## src/rtl/ifetch_ctrl_pkg.sv

```systemverilog
// ---------------------------------------------------------------------------
// ifetch_ctrl_pkg
//   Shared types and constants for the instruction-fetch front end.
//   - ifetch_state_t : fetch controller states (FETCH, HOLD, DISCARD)
//   - PC_STEP        : sequential PC increment
//   - isAligned()    : true when an address is a legal 4-byte fetch target
// ---------------------------------------------------------------------------
package ifetch_ctrl_pkg;

  typedef enum logic [1:0] {
    FETCH   = 2'd0,
    HOLD    = 2'd1,
    DISCARD = 2'd2
  } ifetch_state_t;

  localparam logic [63:0] PC_STEP = 64'd4;

  function automatic logic isAligned(input logic [63:0] addr);
    return (addr[1:0] == 2'b00);
  endfunction

endpackage

```

## src/rtl/ifetch_obuf.sv

```systemverilog
// ---------------------------------------------------------------------------
// ifetch_obuf
//   Output register between the fetch controller and the fetch stage.
//   Captures {pc, instruction, exception} on load, holds it while the
//   consumer stalls, and drops it on consume or kill.
// Ports
//   i_clk, i_reset   clock, synchronous active-high reset
//   i_load           capture i_pc/i_instr/i_exception, raise o_valid
//   i_kill           drop the held entry (redirect), wins over everything
//   i_stall          consumer cannot accept this cycle
//   i_pc/i_instr/i_exception   values to capture
//   o_valid/o_pc/o_instr/o_exception   registered outputs
// ---------------------------------------------------------------------------
module ifetch_obuf (
  input  logic        i_clk,
  input  logic        i_reset,
  input  logic        i_load,
  input  logic        i_kill,
  input  logic        i_stall,
  input  logic [63:0] i_pc,
  input  logic [31:0] i_instr,
  input  logic        i_exception,
  output logic        o_valid,
  output logic [63:0] o_pc,
  output logic [31:0] o_instr,
  output logic        o_exception
);

  // Kill beats load and consume. On consume only the valid flag drops; the
  // payload is left in place since it is meaningless without valid.
  always_ff @(posedge i_clk) begin
    if (i_reset) begin
      o_valid     <= 1'b0;
      o_pc        <= '0;
      o_instr     <= '0;
      o_exception <= 1'b0;
    end else if (i_kill) begin
      o_valid <= 1'b0;
    end else if (i_load) begin
      o_valid     <= 1'b1;
      o_pc        <= i_pc;
      o_instr     <= i_instr;
      o_exception <= i_exception;
    end else if (o_valid && !i_stall) begin
      o_valid <= 1'b0;
    end
  end

endmodule

```

## src/rtl/ifetch_ctrl.sv

```systemverilog
// ---------------------------------------------------------------------------
// ifetch_ctrl
//   Instruction-fetch front end. Owns the architectural PC, issues one
//   request at a time on the instruction bus, and hands the returned word
//   (or a misaligned-address fault) to the fetch stage through ifetch_obuf.
//   Redirects may arrive at any time, including mid-request.
// Parameters
//   RESET_PC        PC loaded on reset
// Ports
//   i_clk, i_reset                  clock, synchronous active-high reset
//   o_ireq_valid, o_ireq_addr       ibus request (stable until data_ok)
//   i_iresp_addr_ok                 ibus address accept (informational)
//   i_iresp_data_ok, i_iresp_data   ibus data return
//   i_redirect, i_redirect_pc       flush and refetch from target
//   i_stall                         fetch stage back-pressure
//   o_out_valid, o_out_pc, o_out_raw_instr, o_out_exception   to fetch stage
// ---------------------------------------------------------------------------
module ifetch_ctrl
  import ifetch_ctrl_pkg::*;
#(
  parameter logic [63:0] RESET_PC = 64'h8000_0000
) (
  input  logic        i_clk,
  input  logic        i_reset,
  output logic        o_ireq_valid,
  output logic [63:0] o_ireq_addr,
  input  logic        i_iresp_addr_ok,
  input  logic        i_iresp_data_ok,
  input  logic [31:0] i_iresp_data,
  input  logic        i_redirect,
  input  logic [63:0] i_redirect_pc,
  input  logic        i_stall,
  output logic        o_out_valid,
  output logic [63:0] o_out_pc,
  output logic [31:0] o_out_raw_instr,
  output logic        o_out_exception
);

  ifetch_state_t r_state;
  logic [63:0]   r_pc;
  logic          r_ireqValid;
  logic [63:0]   r_ireqAddr;

  ifetch_state_t w_nextState;
  logic [63:0]   w_nextPc;
  logic          w_nextReqValid;
  logic [63:0]   w_nextReqAddr;
  logic          w_dataOk;
  logic          w_load;
  logic [31:0]   w_loadInstr;
  logic          w_loadExc;
  logic          w_kill;
  logic          w_unused;

  // Address accept carries no information this controller needs.
  assign w_unused = i_iresp_addr_ok;

  // Data only counts against a request we actually have on the bus; this
  // also makes a stray data_ok after reset harmless.
  assign w_dataOk = r_ireqValid & i_iresp_data_ok;

  // Next-state decode. The request register is computed from the next PC so
  // a new request is visible the cycle right after a consume or redirect.
  // Leaving FETCH with a request still in flight goes through DISCARD, which
  // keeps the old address on the bus until its data comes back.
  always_comb begin
    w_nextState    = r_state;
    w_nextPc       = r_pc;
    w_nextReqValid = r_ireqValid;
    w_nextReqAddr  = r_ireqAddr;
    w_load         = 1'b0;
    w_loadInstr    = '0;
    w_loadExc      = 1'b0;
    w_kill         = 1'b0;
    unique case (r_state)
      FETCH: begin
        if (i_redirect) begin
          w_nextPc = i_redirect_pc;
          if (r_ireqValid && !w_dataOk) begin
            w_nextState = DISCARD;
          end else begin
            w_nextReqValid = isAligned(i_redirect_pc);
            w_nextReqAddr  = i_redirect_pc;
          end
        end else if (!isAligned(r_pc)) begin
          w_load         = 1'b1;
          w_loadExc      = 1'b1;
          w_nextState    = HOLD;
          w_nextReqValid = 1'b0;
        end else if (!r_ireqValid) begin
          // Only reached right after reset: raise the first request.
          w_nextReqValid = 1'b1;
          w_nextReqAddr  = r_pc;
        end else if (w_dataOk) begin
          w_load         = 1'b1;
          w_loadInstr    = i_iresp_data;
          w_nextState    = HOLD;
          w_nextReqValid = 1'b0;
        end
      end
      HOLD: begin
        w_nextReqValid = 1'b0;
        if (i_redirect) begin
          w_kill         = 1'b1;
          w_nextPc       = i_redirect_pc;
          w_nextState    = FETCH;
          w_nextReqValid = isAligned(i_redirect_pc);
          w_nextReqAddr  = i_redirect_pc;
        end else if (!i_stall) begin
          w_nextPc       = r_pc + PC_STEP;
          w_nextState    = FETCH;
          w_nextReqValid = isAligned(r_pc + PC_STEP);
          w_nextReqAddr  = r_pc + PC_STEP;
        end
      end
      DISCARD: begin
        if (i_redirect) begin
          w_nextPc = i_redirect_pc;
        end
        if (w_dataOk) begin
          w_nextState    = FETCH;
          w_nextReqValid = isAligned(w_nextPc);
          w_nextReqAddr  = w_nextPc;
        end
      end
      default: begin
        w_nextState    = FETCH;
        w_nextReqValid = 1'b0;
      end
    endcase
  end

  // Controller state, PC and the registered bus request.
  always_ff @(posedge i_clk) begin
    if (i_reset) begin
      r_state     <= FETCH;
      r_pc        <= RESET_PC;
      r_ireqValid <= 1'b0;
      r_ireqAddr  <= '0;
    end else begin
      r_state     <= w_nextState;
      r_pc        <= w_nextPc;
      r_ireqValid <= w_nextReqValid;
      r_ireqAddr  <= w_nextReqAddr;
    end
  end

  assign o_ireq_valid = r_ireqValid;
  assign o_ireq_addr  = r_ireqAddr;

  ifetch_obuf u_obuf (
    .i_clk       (i_clk),
    .i_reset     (i_reset),
    .i_load      (w_load),
    .i_kill      (w_kill),
    .i_stall     (i_stall),
    .i_pc        (r_pc),
    .i_instr     (w_loadInstr),
    .i_exception (w_loadExc),
    .o_valid     (o_out_valid),
    .o_pc        (o_out_pc),
    .o_instr     (o_out_raw_instr),
    .o_exception (o_out_exception)
  );

endmodule
```

## config.mk

```make
export PLATFORM = sky130hd
export DESIGN_NAME = ifetch_ctrl
export DESIGN_NICKNAME = d
export VERILOG_FILES = /design/src/rtl/ifetch_ctrl_pkg.sv /design/src/rtl/ifetch_obuf.sv /design/src/rtl/ifetch_ctrl.sv
export SDC_FILE = /design/constraint.sdc
export NUM_CORES = 1
export LEC_CHECK = 0
export ABC_AREA = 0
export BUFFER_PORTS_ARGS = -buffer_cell sky130_fd_sc_hd__buf_4
export CELL_PAD_IN_SITES_DETAIL_PLACEMENT = 2
export CELL_PAD_IN_SITES_GLOBAL_PLACEMENT = 2
export CORE_AREA = 2 2 192 194
export DETAILED_ROUTE_END_ITERATION = 6
export DIE_AREA = 0 0 194 196
export HOLD_SLACK_MARGIN = 0.05
export PLACE_DENSITY_LB_ADDON = 0.3
export SLEW_MARGIN = 20
export SYNTH_ARGS = -nofsm -noshare
export SYNTH_HDL_FRONTEND = slang
export SYNTH_SLANG_ARGS = --single-unit
export TNS_END_PERCENT = 100
```

## constraint.sdc

```tcl
create_clock -name i_clk -period 3.4 [get_ports i_clk]
set_clock_uncertainty 0.1 [all_clocks]
set_input_delay 0.51 -clock i_clk [delete_from_list [all_inputs] [get_ports i_clk]]
set_output_delay 0.51 -clock i_clk [all_outputs]
set_load 0.02 [all_outputs]
```

==> flow_metrics.py <==
metrics = {
    "drt": {
        "drt-total-wl_mm": 45.27,
        "wl_per_cell_um": 21.88,
        "vias": 11250,
        "first_pass_iters": 4,
        "antenna_left": 0,
        "drcViolationCount": 0,
        "dr.first_iter.drc_count": 484,
        "vias_per_cell": 5.437,
    },
    "sta": {
        "max_slew_margin_pct": 42.06,
        "slew_violations": 0,
        "min_period_ps": 3057,
        "worstMarginPinSlew_ps": 865.9,
        "hold_viol": 0,
        "rsz0062_at_grt": "false",
        "setup-violations-final": 0,
        "fmax_ghz": 0.3271,
        "fin_crit_sh_pct": 89.93,
        "fin_setup_tns_ps": 0,
    },
    "logic_synthesis": {
        "synth_most_common_cell": "nand2_1",
        "yosysSeqAreaShare_pct": 43.19,
        "ys.flop_type": "dfxtp_1",
        "synth_nets": 1469,
        "ys_ff_latch": 229,
        "yosysWarnings": 0,
        "avgSynthCellArea_um2": 7.771,
        "async_reset_ff_share_pct": 0,
        "synth-edff-count": 0,
        "yosys-top-cells-count": "nand2_1 (284), dfxtp_1 (229), a21oi_1 (114), clkbuf_1 (96), o21ai_0 (83)",
        "synthesis.area_mm2": 0.01062,
        "ys_top_cells_by_area": "dfxtp_1 (43%), nand2_1 (10%), a21oi_1 (5.4%)",
        "yosysUniqueCellTypes": 63,
        "synth_cells": 1366,
        "yosysTopAreaCellShare_pct": 43.19,
        "synth_top_cell_by_area": "dfxtp_1",
    },
    "global_route": {
        "grt_use_total_pct": 22.93,
        "grt_antenna_before_repair": 0,
        "gr-total-overflow": 0,
        "grt_start_max_net_pins": 105,
        "grt_pass1_wl_mm": 69.63,
        "grt_pass1_vias": 11990,
    },
    "worst_hold_path": {
        "min_path_type": "in -> reg",
    },
    "setup_path": {
        "worstPathArrival_ps": 3400,
        "crit_fanout": 9,
        "cp-end-kind": "flop",
        "critPathLaunchType": "flop",
        "critPathRequiredTime_ps": 3750,
        "critPathKind": "reg -> reg",
    },
    "power": {
        "p_int_mw": 4.988,
        "p_leak_nw": 5.453,
        "clkPwrFrac_pct": 40.9,
        "combPwrFrac_pct": 16.0,
        "swShare_pct": 29.13,
        "vdd_drop_max_mv": 0.3367,
        "p_total_mw": 7.038,
        "switching_power_mw": 2.050,
        "power.density_mw_per_mm2": 504.7,
        "seqPwrFrac_pct": 43.0,
    },
    "clock_tree": {
        "postCtsHoldBufs": 0,
        "post-cts-setup-buffers": 0,
        "cts_resized": 0,
        "numCtsBuffers": 27,
        "cts_buffer_depth": 3,
        "clock_sink_count": 229,
        "cts.clk_slew.worst_paths_ps": 60,
        "clockRootBuffer": "clkbuf_16",
        "htree_num_levels": 1,
        "clock_latency_ps": 550,
        "cts_tree": "built",
    },
    "floorplan": {
        "die_x_um": 194,
        "dieArea_mm2": 0.03802,
        "initial_core_util_pct": 29.42,
        "rows": 70,
        "io_pins": 265,
        "core_mm2": 0.03608,
        "die_h_um": 196,
    },
    "final_layout": {
        "layout-drive-gt1-share_pct": 23.55,
        "area_delta_synth_final_pct": 31.38,
        "n_antenna_cell": 0,
        "design_area_mm2": 0.01395,
        "nets": 1686,
    },
    "placement": {
        "dpl_cell_area_mm2": 0.01309,
        "dpl.hpwl_mm": 31.88,
        "gp_congestion": 0.8200,
        "io_buffers": 263,
    },
    "flow_run": {
        "drv_cap": 0,
    },
    "outcome": {
        "status": "complete, no violations",
    },
}
## kinds of logic (layout without fill, tap and decap cells)
logic type	count (synthesis)	in the layout	synth area share, %
buffers and inverters	137	372	5.163
adders and majority gates	1	1	0.1179
muxes	14	14	1.320
DFF	229	229	43.19
and+or+nand+nor	583	583	25.84
AOI/OAI and AO/OA	363	363	21.16
xor gates and xnor gates	39	39	3.218
## per-stage QoR
step	worst slack, ps	util (%)	hold WS (ps)	cells
floorplan	756.4	-	356.8	1366
global placement	476.1	36.27	338.8	2022
detailed placement	398.3	36.27	351.1	2022
CTS	357.2	38.65	101.2	2069
global route	137.0	38.65	116.7	2069
finish	342.5	38.65	129.9	2069
## flip-flops by register name, summed over array words and instances, names as in the netlist
| name | flops |
|---|---|
| r_state | 2 |
| u_obuf.o_exception | 1 |
| u_obuf.o_pc | 64 |
| o_ireq_valid | 1 |
| r_pc | 64 |
| u_obuf.o_instr | 32 |
| u_obuf.o_valid | 1 |
| o_ireq_addr | 64 |
## critical path: stages (launching register included)
cell and delay (ps):
dfxtp_1 470, nand3_2 230, or4_1 580, or4_1 600
nor4_1 540, o21ai_0 180, a211oi_1 250
## power groups by stage
stage               logic, mW  clock network, mW  registers, mW
finish                   1.13               2.88           3.03
global route             1.23               3.06           3.05
CTS                      1.14               2.96           3.03
detailed placement       1.13                  0           3.09
global placement         1.11                  0           3.08
floorplan               0.495                  0           3.15
## worst paths after layout
check / startpoint / endpoint / slack (ps) / cells past startpoint
worst max-delay path: r_pc[19] / r_pc[62] / 340 / 6
worst max register to register: r_pc[19] / r_pc[62] / 340 / 6
worst min register to register: u_obuf.o_pc[17] / u_obuf.o_pc[17] / 360 / 2
worst min-delay path: i_iresp_data[2] / u_obuf.o_instr[2] / 130 / 3
## routing by layer
metal  track usage (%)  part of all wire, %  vias up
met3             3.627                  4.7       70
li1                  -                    -     5273
met5                 0                    0        -
met1             28.66                   43     5647
met4             6.678                  2.7        0
met2             40.66                   50      260
## cell usage in the layout, fill, tap and decap left out, types with 20 or more instances in the layout
| cell type | n |
|---|---|
| nand4_1 | 20 |
| nand2_1 | 284 |
| a21oi_1 | 114 |
| nor2_1 | 75 |
| xor2_1 | 20 |
| clkbuf_16 | 27 |
| dfxtp_1 | 229 |
| nand3_1 | 63 |
| a31oi_1 | 22 |
| o21ai_0 | 82 |
| buf_4 | 309 |
| a22oi_1 | 40 |
| and3_1 | 21 |
| nor3_1 | 32 |
## final cells by class
cell class	count	area, um2
inverters	15	56.30
multi-input cells	1000	5520
well taps	468	585.6
clock inverters	3	40.04
fillers	4158	22140
repair buffers	310	2340
clock buffers	44	819.5
flip-flops and latches	229	4584
No activity file was read; power rests on OpenSTA's default activity.
